### config.mk
export PLATFORM = sky130hd
export DESIGN_NAME = pe_8x8_feeder
export DESIGN_NICKNAME = d
export VERILOG_FILES = /design/src/rtl/pe_8x8_feeder.sv
export SDC_FILE = /design/constraint.sdc
export NUM_CORES = 2
export LEC_CHECK = 0
export ABC_CLOCK_PERIOD_IN_PS = 10700
export CAP_MARGIN = 20
export CORE_ASPECT_RATIO = 1.25
export CORE_UTILIZATION = 26
export DETAILED_ROUTE_END_ITERATION = 10
export SLEW_MARGIN = 20
export SYNTH_ARGS = -nofsm -noshare
export SYNTH_HDL_FRONTEND = slang
export SYNTH_SLANG_ARGS = --single-unit
### constraint.sdc
create_clock -name clk -period 10.7 [get_ports clk]
set_input_delay 1.07 -clock clk [delete_from_list [all_inputs] [get_ports clk]]
set_output_delay 1.07 -clock clk [all_outputs]
set_load 0.05 [all_outputs]
### src/rtl/pe_8x8_feeder.sv
// pe_8x8_feeder -- input skew stage for pe_8x8_cluster.
//
// Buffers one tile (K beats; each beat is one column of A and one row of B,
// eight 16-bit lanes each). It then replays the tile with a diagonal skew:
// lane i is delayed by i cycles. After the last skew slot it holds array_en
// through a flush window and pulses tile_done on the final flush cycle.
//
// Optional feature: define PE_FEEDER_PINGPONG_EN to get two buffer banks.
// One bank fills while the other is issued/flushed. A full waiting bank
// issues back-to-back right after tile_done.
//
// Ports:
//   clk, rst     clock, synchronous active-high reset
//   in_valid     beat offered
//   in_ready     feeder can accept a beat (registered)
//   in_act       column k of A, lane i at [16i+15:16i]
//   in_wgt       row k of B, lane j at [16j+15:16j]
//   in_len       K for the tile, sampled on its first beat (0 or >DEPTH -> DEPTH)
//   activations  skewed A lanes to the array
//   weights      skewed B lanes to the array
//   done         per-row last-element flag
//   array_en     array enable (ISSUE and FLUSH)
//   busy         high in ISSUE or FLUSH
//   tile_done    one-cycle pulse on the last FLUSH cycle
module pe_8x8_feeder #(
  parameter int DEPTH        = 8,
  parameter int FLUSH_CYCLES = 8
) (
  input  logic         clk,
  input  logic         rst,
  input  logic         in_valid,
  output logic         in_ready,
  input  logic [127:0] in_act,
  input  logic [127:0] in_wgt,
  input  logic [3:0]   in_len,
  output logic [127:0] activations,
  output logic [127:0] weights,
  output logic [7:0]   done,
  output logic         array_en,
  output logic         busy,
  output logic         tile_done
);
  localparam int DATA_W = 16;
  localparam int LANES  = 8;
  localparam int LEN_W  = $clog2(DEPTH + 1);
  localparam int PTR_W  = (DEPTH > 1) ? $clog2(DEPTH) : 1;
  localparam int SLOT_W = $clog2(DEPTH + 8);
  localparam int FCNT_W = (FLUSH_CYCLES > 1) ? $clog2(FLUSH_CYCLES) : 1;
`ifdef PE_FEEDER_PINGPONG_EN
  localparam bit PINGPONG = 1'b1;
`else
  localparam bit PINGPONG = 1'b0;
`endif

  typedef enum logic [1:0] {LOAD, ISSUE, FLUSH} state_e;

  state_e              state_q, state_d;
  logic [SLOT_W-1:0]   slot_q, slot_d;
  logic [FCNT_W-1:0]   fcnt_q, fcnt_d;
  logic [PTR_W-1:0]    wr_ptr_q, wr_ptr_d;
  logic                wr_bank_q, wr_bank_d;
  logic                rd_bank_q, rd_bank_d;
  logic [1:0]          full_q, full_d;
  logic [LEN_W-1:0]    len_q [2];
  logic [LEN_W-1:0]    len_d [2];

  logic [127:0]        act_q, act_d;
  logic [127:0]        wgt_q, wgt_d;
  logic [7:0]          done_q, done_d;
  logic                en_q, en_d;
  logic                tile_done_q, tile_done_d;
  logic                in_ready_q, in_ready_d;

  // Tile storage; data only, never reset.
  logic [127:0]        buf_a_q [2][DEPTH];
  logic [127:0]        buf_b_q [2][DEPTH];
  logic [127:0]        act_eff [DEPTH];
  logic [127:0]        wgt_eff [DEPTH];

  logic                wr_en;
  logic [LEN_W-1:0]    len_in;
  logic [LEN_W-1:0]    cur_len;
  logic                last_beat;

  assign wr_en     = in_valid && in_ready_q;
  assign len_in    = (in_len == 4'd0 || int'(in_len) > DEPTH) ? LEN_W'(DEPTH) : LEN_W'(in_len);
  assign cur_len   = (wr_ptr_q == '0) ? len_in : len_q[wr_bank_q];
  assign last_beat = wr_en && (wr_ptr_q == PTR_W'(cur_len - 1'b1));

  always_comb begin
    state_d   = state_q;
    slot_d    = slot_q;
    fcnt_d    = fcnt_q;
    wr_ptr_d  = wr_ptr_q;
    wr_bank_d = wr_bank_q;
    rd_bank_d = rd_bank_q;
    full_d    = full_q;
    len_d     = len_q;

    if (wr_en) begin
      if (wr_ptr_q == '0) len_d[wr_bank_q] = len_in;
      if (last_beat) begin
        wr_ptr_d          = '0;
        full_d[wr_bank_q] = 1'b1;
        if (PINGPONG) wr_bank_d = ~wr_bank_q;
      end else begin
        wr_ptr_d = wr_ptr_q + 1'b1;
      end
    end

    // state_q/slot_q/fcnt_q describe what the outputs show this cycle.
    case (state_q)
      LOAD: begin
        if (last_beat) begin
          state_d   = ISSUE;
          slot_d    = '0;
          rd_bank_d = wr_bank_q;
        end
      end
      ISSUE: begin
        if (slot_q == SLOT_W'(len_q[rd_bank_q]) + SLOT_W'(6)) begin
          state_d = FLUSH;
          fcnt_d  = '0;
        end else begin
          slot_d = slot_q + 1'b1;
        end
      end
      FLUSH: begin
        if (fcnt_q == FCNT_W'(FLUSH_CYCLES - 1)) begin
          full_d[rd_bank_q] = 1'b0;
          // A bank completed on this very cycle also counts as full.
          if (PINGPONG && full_d[~rd_bank_q]) begin
            state_d   = ISSUE;
            slot_d    = '0;
            rd_bank_d = ~rd_bank_q;
          end else begin
            state_d = LOAD;
          end
        end else begin
          fcnt_d = fcnt_q + 1'b1;
        end
      end
      default: state_d = LOAD;
    endcase
  end

  // Bypass the beat being written this cycle so a slot that needs it
  // (len = 1, or a bank completing on the tile_done cycle) sees it.
  always_comb begin
    for (int k = 0; k < DEPTH; k++) begin
      act_eff[k] = buf_a_q[rd_bank_d][k];
      wgt_eff[k] = buf_b_q[rd_bank_d][k];
      if (wr_en && wr_bank_q == rd_bank_d && wr_ptr_q == PTR_W'(k)) begin
        act_eff[k] = in_act;
        wgt_eff[k] = in_wgt;
      end
    end
  end

  always_comb begin
    act_d  = '0;
    wgt_d  = '0;
    done_d = '0;
    if (state_d == ISSUE) begin
      for (int i = 0; i < LANES; i++) begin
        for (int k = 0; k < DEPTH; k++) begin
          if (int'(slot_d) - i == k && k < int'(len_d[rd_bank_d])) begin
            act_d[i*DATA_W +: DATA_W] = act_eff[k][i*DATA_W +: DATA_W];
            wgt_d[i*DATA_W +: DATA_W] = wgt_eff[k][i*DATA_W +: DATA_W];
          end
        end
        done_d[i] = (int'(slot_d) == int'(len_d[rd_bank_d]) - 1 + i);
      end
    end
    en_d        = (state_d != LOAD);
    tile_done_d = (state_d == FLUSH) && (fcnt_d == FCNT_W'(FLUSH_CYCLES - 1));
    if (PINGPONG) in_ready_d = !((state_d != LOAD) && full_d[wr_bank_d]);
    else          in_ready_d = (state_d == LOAD);
  end

  always_ff @(posedge clk) begin
    if (rst) begin
      state_q     <= LOAD;
      slot_q      <= '0;
      fcnt_q      <= '0;
      wr_ptr_q    <= '0;
      wr_bank_q   <= 1'b0;
      rd_bank_q   <= 1'b0;
      full_q      <= '0;
      len_q[0]    <= '0;
      len_q[1]    <= '0;
      act_q       <= '0;
      wgt_q       <= '0;
      done_q      <= '0;
      en_q        <= 1'b0;
      tile_done_q <= 1'b0;
      in_ready_q  <= 1'b0;
    end else begin
      state_q     <= state_d;
      slot_q      <= slot_d;
      fcnt_q      <= fcnt_d;
      wr_ptr_q    <= wr_ptr_d;
      wr_bank_q   <= wr_bank_d;
      rd_bank_q   <= rd_bank_d;
      full_q      <= full_d;
      len_q[0]    <= len_d[0];
      len_q[1]    <= len_d[1];
      act_q       <= act_d;
      wgt_q       <= wgt_d;
      done_q      <= done_d;
      en_q        <= en_d;
      tile_done_q <= tile_done_d;
      in_ready_q  <= in_ready_d;
    end
  end

  always_ff @(posedge clk) begin
    if (wr_en) begin
      for (int k = 0; k < DEPTH; k++) begin
        if (wr_ptr_q == PTR_W'(k)) begin
          buf_a_q[wr_bank_q][k] <= in_act;
          buf_b_q[wr_bank_q][k] <= in_wgt;
        end
      end
    end
  end

  assign activations = act_q;
  assign weights     = wgt_q;
  assign done        = done_q;
  assign array_en    = en_q;
  assign busy        = en_q;
  assign tile_done   = tile_done_q;
  assign in_ready    = in_ready_q;

endmodule

; Yosys cells after proc, flatten, opt, wreduce, memory -nomap -nowiden
; Memories as Yosys holds them, arrays and structs flattened.
; Index checks and enable logic that the tools add are counted.
[totals]
ff_bits = 288
ram_bits = 4096
inputBits = 263
out_inout_bits = 268
wordCells = 411
memories = 2
[memory_table]
columns = name, depth, word_bits, read_ports, rd_clocked_by_memory_dff, wr, line_no
row1 = buf_a_q, 2, 1024, 1, 0, 1, 75  ; logic [127:0] buf_a_q [2][DEPTH];
row2 = buf_b_q, 2, 1024, 1, 0, 1, 76  ; logic [127:0] buf_b_q [2][DEPTH];
[op_classes]
n_addsub = 20
magnitude_cmp = 11
eq_ne = 79
mux = 191
bitwise = 4
reduce_logical = 91
[ops]
columns = op, n
row1 = 2-to-1 mux 128 bit, 16
row2 = 2-to-1 mux 16 bit, 128
row3 = logical NOT 32 bit, 8
row4 = "== test 5 x 4 -> 1 bit, second input constant", 28
row5 = == test 5 x 32 -> 1 bit, 3
row6 = logical AND 1 bit, 76
row7 = "== test 5 x 3 -> 1 bit, second input constant", 14
row8 = 2-to-1 mux 4 bit, 9
row9 = "== test 5 x 2 -> 1 bit, second input constant", 7
row10 = 2-to-1 mux 1 bit, 26
row11 = "adder 5 x 4 -> 6 bit, second input constant", 4
row12 = == test 5 x 6 -> 1 bit, 4
row13 = "subtractor 4 x 3 -> 5 bit, second input constant", 4
row14 = "== test 3 bit, second input constant", 6
row15 = "== test 4 bit, second input constant", 4
row16 = "less-than comparator 3 x 4 -> 1 bit, first input constant", 4
row17 = 2-to-1 mux 8 bit, 2
row18 = "adder 5 x 3 -> 6 bit, second input constant", 2
row19 = 2-to-1 mux 3 bit, 4
row20 = "subtractor 4 x 1 -> 5 bit, second input constant", 2
row21 = "subtractor 4 x 2 -> 5 bit, second input constant", 2
row22 = "== test 4 x 3 -> 1 bit, second input constant", 2
row23 = "less-than comparator 1 x 4 -> 1 bit, first input constant", 2
row24 = "less-than comparator 2 x 4 -> 1 bit, first input constant", 2
row25 = 27 further kinds, 37

; Longest topological paths before layout
[depth]
word_depth = 23
depth_mapped = 24
mapped_depth_nobuf = 20

; Least setup slack after synthesis
; Ideal clock, no wire load.
[synth_timing]
kind = input-to-reg
startpoint = input port in_valid
endpoint = register wgt_q[63] (netlist: weights[63])
setup_ns = 0.126
arrival_time_ns = 9.605
required_ns = 10.574
setup_slack_ns = 0.969
stages = 11
path_buffers = 4
path_cell_list = and2_1 > and3_1 > nand2_1 > buf_2 > buf_2 > buf_2 > buf_2 > mux2i_1 > o22ai_1 > o41ai_1 > a21oi_1
[synth_via]
elab_chain_len = 18
elab_cells_between_ends = 68
cone_classes = add/sub (1) / order compare (8) / eq/ne (8) / mux (26) / bitwise (3) / reduce/logical (21) / memory (1)
[synth_lines]
columns = element, line_no
row1 = start: declaration, 31  ; input logic in_valid,
row2 = logical AND 1 bit *, 85  ; assign wr_en = in_valid && in_ready_q;
row3 = "parallel branches: the longest is 17 deep, another holds subtractor 4 x 2 -> 5 bit", --
row4 = end signal: assignment, 209  ; wgt_q <= wgt_d;
row5 = end: declaration, 68  ; logic [127:0] wgt_q, wgt_d;
; Mark *: on every way between the ends. The select of a mux whose other input is x is not followed.
; A chain may end at the register's enable or synchronous reset.

; Final worst setup path
[layout_timing]
startpoint = register wr_ptr_q[0]
endpoint = register act_q[38] (netlist: activations[38])
[layout_via]
elab_chain_len = 21
elab_cells_between_ends = 79
cone_classes = add/sub (2) / order compare (8) / eq/ne (16) / mux (28) / bitwise (3) / reduce/logical (21) / memory (1)
[layout_lines]
columns = element, line_no
row1 = start: declaration, 60  ; logic [PTR_W-1:0] wr_ptr_q, wr_ptr_d;
row2 = start signal: assignment, 202  ; wr_ptr_q <= wr_ptr_d;
row3 = "parallel branches: the longest is 21 deep, another holds subtractor 4 x 2 -> 5 bit", --
row4 = end signal: assignment, 208  ; act_q <= act_d;
row5 = end: declaration, 67  ; logic [127:0] act_q, act_d;
; Parallel ways; which one is timed is not known. The select of a mux whose other input is x is not followed.

==> key figures <==
Power and ir drop
  – Tot Pwr: 20.1 mW
  – IR drop worst, VDD: 0.156 mV
  – Sequential power share: 49.8%
  – Power Dens Cells: 158 nW/um^2
  – P_leak: 46.0 nW
  – NetSw: 4.60 mW
  – Clock share of power: 45.8%
  – Gate power share: 4.3%
  – Switching Fraction: 22.9%
  – Pint: 15.5 mW

Clock network
  – TritonCTS clock tree: done
  – TritonCTS Sinks: 2332
  – Postcts setup bufs: 0
  – Clk_lat worst skew: 0.94 ns
  – CTS max path bufs: 4
  – CTS H-tree lvls: 5
  – Post-CTS sizing: 0
  – Clk slew on worst S/H paths: 0.06 ns
  – Root Driver: clkbuf_16
  – CTS buffer count: 265
  – Post-cts hold buffer count: 0

Yosys
  – Mapped Cells: 9468
  – Synthesis Warnings: 0
  – Top post-synthesis cells by count: nand2_1, edfxtp_1, mux2i_1
  – Syn Nets: 9767
  – Syn Area/Cell: 11.4 um^2
  – Cell variety after synth: 96
  – Asr flop ratio synth: 0%
  – Mapped cell area: 108000 um^2
  – Cell taking the most area after synthesis: edfxtp_1
  – Seq cells post-synth: 2332
  – Ys flop type: edfxtp_1
  – Yosys top cell area share: 57.2%
  – Number of synthesized flops with an enable pin: 2048
  – Ranking of synthesized cells by area: edfxtp_1, mux2i_1, nand2_1, dfxtp_1, a21oi_1
  – Top-count cell post-synth: nand2_1
  – Seq/Total Area, Yosys: 62.5%

Worst setup path
  – FF-to-FF setup slack: 3.38 ns
  – Critical path's slowest cell: ha_1
  – Top cell by count, worst path: ha_1
  – WP buf/inv: 4
  – CP Capture Type: flop
  – Setup crit start kind: flop
  – Req. time, crit path: 11.47 ns
  – Worst path arrival time: 8.09 ns
  – CP Max Fanout: 33
  – RR Endpoint: activations[38]$_SDFF_PP0_
  – FF-to-FF path depth: 21
  – R2R Path Start: wr_ptr_q[0]$_SDFFE_PP0P_
  – CP cell instances: inv_1, ha_1, nor2b_2, mux2i_2, ha_1, xnor2_1, nor3_1, mux2_4, a31oi_1, nor2_1, inv_1, ha_1, nand2_1, o21ai_4, buf_4, or3_2, buf_4, o22ai_1, or4_1, a31oi_1, a311oi_1
  – CP max stage delay: 0.78 ns
  – Cell class contributing the biggest share of worst-path delay: simple AND/OR/NAND/NOR gates
  – Crit Path Category: reg -> reg

GRT
  – First-pass GRT wire length: 561000 um
  – Initial antenna violation count: 103
  – Overflow after GRT: 0
  – Global Route met1 Usage: 23.3%
  – Aggregate global-route resource usage: 18.3%
  – Layer with the highest usage: met2
  – Vias in the first global route: 76300
  – Met3 Use GR: 3.74%
  – Largest net degree at the start of global routing: 117
  – M2 GR Usage: 29.5%

STA
  – Clk_skew: 0.0809 ns
  – Fin Setup TNS: 0 ns
  – Slew Limit Headroom: 18.8%
  – Final worst-path setup slack: 3.38 ns
  – Worst slew pin tran: 1.22 ns
  – Final Cycle Share: 68.4%
  – Final min period: 7.32 ns
  – Slew Limit Fails: 0
  – RSZ-0062 raised after global routing: false
  – Setup violators final: 0
  – Final count of hold timing violations: 0
  – Max Freq: 137 MHz

Die
  – Site Rows: 263
  – Starting Density: 26.2%
  – Core area: 411000 um^2
  – Die Area: 416000 um^2
  – Die Span Y: 721 um
  – I/O pin cnt: 531
  – Die Wd: 577 um

Place
  – RD Place Congestion: 0.849
  – Post-DP HPWL: 218000 um
  – DP Cell Count: 14700
  – Worst slack at placement: 2.71 ns
  – Quantity of I/O buffers inserted on ports: 530

Worst hold path
  – Worst hold endpoint: weights[91]$_SDFF_PP0_
  – HP Class: reg -> reg
  – Min-delay src: buf_b_q[0][91]$_DFFE_PP_
  – Hold path depth: 2

Routing
  – Remaining DRCs: 0
  – Vias per cell: 5.26
  – Post-route ant nets: 0
  – DR WL/cell: 26.2 um
  – Detailed-router iteration count before antenna repair: 6
  – Detailed Route WL: 398000 um
  – DR vias: 80000
  – DRC marker count from the first detailed-route iteration: 8124

Cells and area
  – Ratio of cells with drive above 1 in the final layout: 8.08%
  – Layout Utilization: 30.8%
  – Final nets: 9800
  – Area Overhead vs Synth: 17.8%
  – Fillers: 41200
  – Non-Filler Instances: 15200

Run
  – Max Cap Violations: 0

Status
  – Status: completed
-- layout make-up --
cell class,count,area (um^2),area share (%)
inverter,28,113,0.0889
multi-input combinational,6151,36900,29.1
antenna,38,95.1,0.0750
clock buffer,378,7480,5.90
tap,5432,6800,5.36
sequential,2332,67200,53.0
clock inverter,108,1200,0.946
timing repair buffer,723,6940,5.48
-- power by group through the flow --
stage / Sequential (mW) / Combinational, mW / Clock [mW]
floorplan: 10.2 / 0.456 / 0
global placement: 10.2 / 0.850 / 0
detailed placement: 10.2 / 0.860 / 0
CTS: 10.0 / 0.863 / 9.36
global route: 10.0 / 0.928 / 9.69
finish: 10.0 / 0.869 / 9.20
-- worst reg2reg max path: cells and delay by family (launching register included) --
kind / cells / cell delay (ns)
buffers and inverters: 4 / 1.42
muxes: 2 / 0.76
DFF: 1 / 0.36
and+or+nand+nor: 6 / 1.85
xor gates and xnor gates: 1 / 0.18
adders and majority gates: 3 / 1.44
AOI/OAI and AO/OA: 5 / 1.21
-- state kept, by name, summed over array words and instances, names as in the netlist --
register,count
buf_a_q,1024
buf_b_q,1024
activations,128
weights,128
done,8
len_q,4
slot_q,4
fcnt_q,3
wr_ptr_q,3
state_q,2
array_en,1
in_ready,1
rd_bank_q,1
tile_done,1
-- how the worst max path moves through the flow --
stage,start,to,slack (ns),depth (start not counted)
after global placement,in_len[0],weights[33]$_SDFF_PP0_,2.70,18
final,wr_ptr_q[0]$_SDFFE_PP0P_,activations[38]$_SDFF_PP0_,3.38,21
after detailed placement,in_len[0],activations[38]$_SDFF_PP0_,2.71,20
after CTS,wr_ptr_q[0]$_SDFFE_PP0P_,activations[38]$_SDFF_PP0_,3.50,21
after floorplan,in_valid,weights[63]$_SDFF_PP0_,0.97,11
after global routing,wr_ptr_q[0]$_SDFFE_PP0P_,weights[110]$_SDFF_PP0_,2.94,21
-- routing by layer --
layer	up-vias	part of all wire, %
met3	861	8.5
met2	3811	46
met4	62	4.7
met5	-	0.097
met1	40200	40
li1	35100	-
-- logic make-up after synthesis --
group	after synthesis	share of synthesized area [%]
adders and majority gates	36	0.419
xor gates and xnor gates	31	0.280
muxes	958	8.95
DFF	2332	62.5
AOI/OAI and AO/OA	2101	12.8
and+or+nand+nor	3025	11.4
buffers and inverters	985	3.65
-- per-stage QoR --
step           cell area (um^2)  hold WS, ns
2_1_floorplan            108000        0.488
3_3_place_gp             118000        0.508
3_5_place_dp             118000        0.519
4_1_cts                  127000        0.527
5_1_grt                  127000        0.558
6_report                 127000        0.531
-- cells in the final DEF, fill, tap and decap left out, types with 25 or more instances in the layout --
master,synthesis,layout
a2bb2oi_1,33,33
edfxtp_1,2048,2048
nor2_1,342,332
o22ai_1,233,233
mux2i_1,952,952
o221ai_1,82,82
o31a_1,30,30
nor3_1,38,26
nand2_1,2250,2243
o21ai_0,303,303
a311oi_1,31,31
nand3_1,224,205
a31o_2,38,38
o211ai_1,32,32
clkbuf_8,0,34
ha_1,36,36
a21oi_1,659,658
clkdlybuf4s50_1,0,529
o21ai_1,61,58
clkbuf_1,702,75
buf_4,5,178
clkbuf_16,0,269
diode_2,0,38
clkinv_2,0,42
dfxtp_1,284,284
nor4b_1,31,31
a31oi_1,219,219
inv_1,26,25
a221oi_1,244,244
Power figures use the tool's default switching activity.
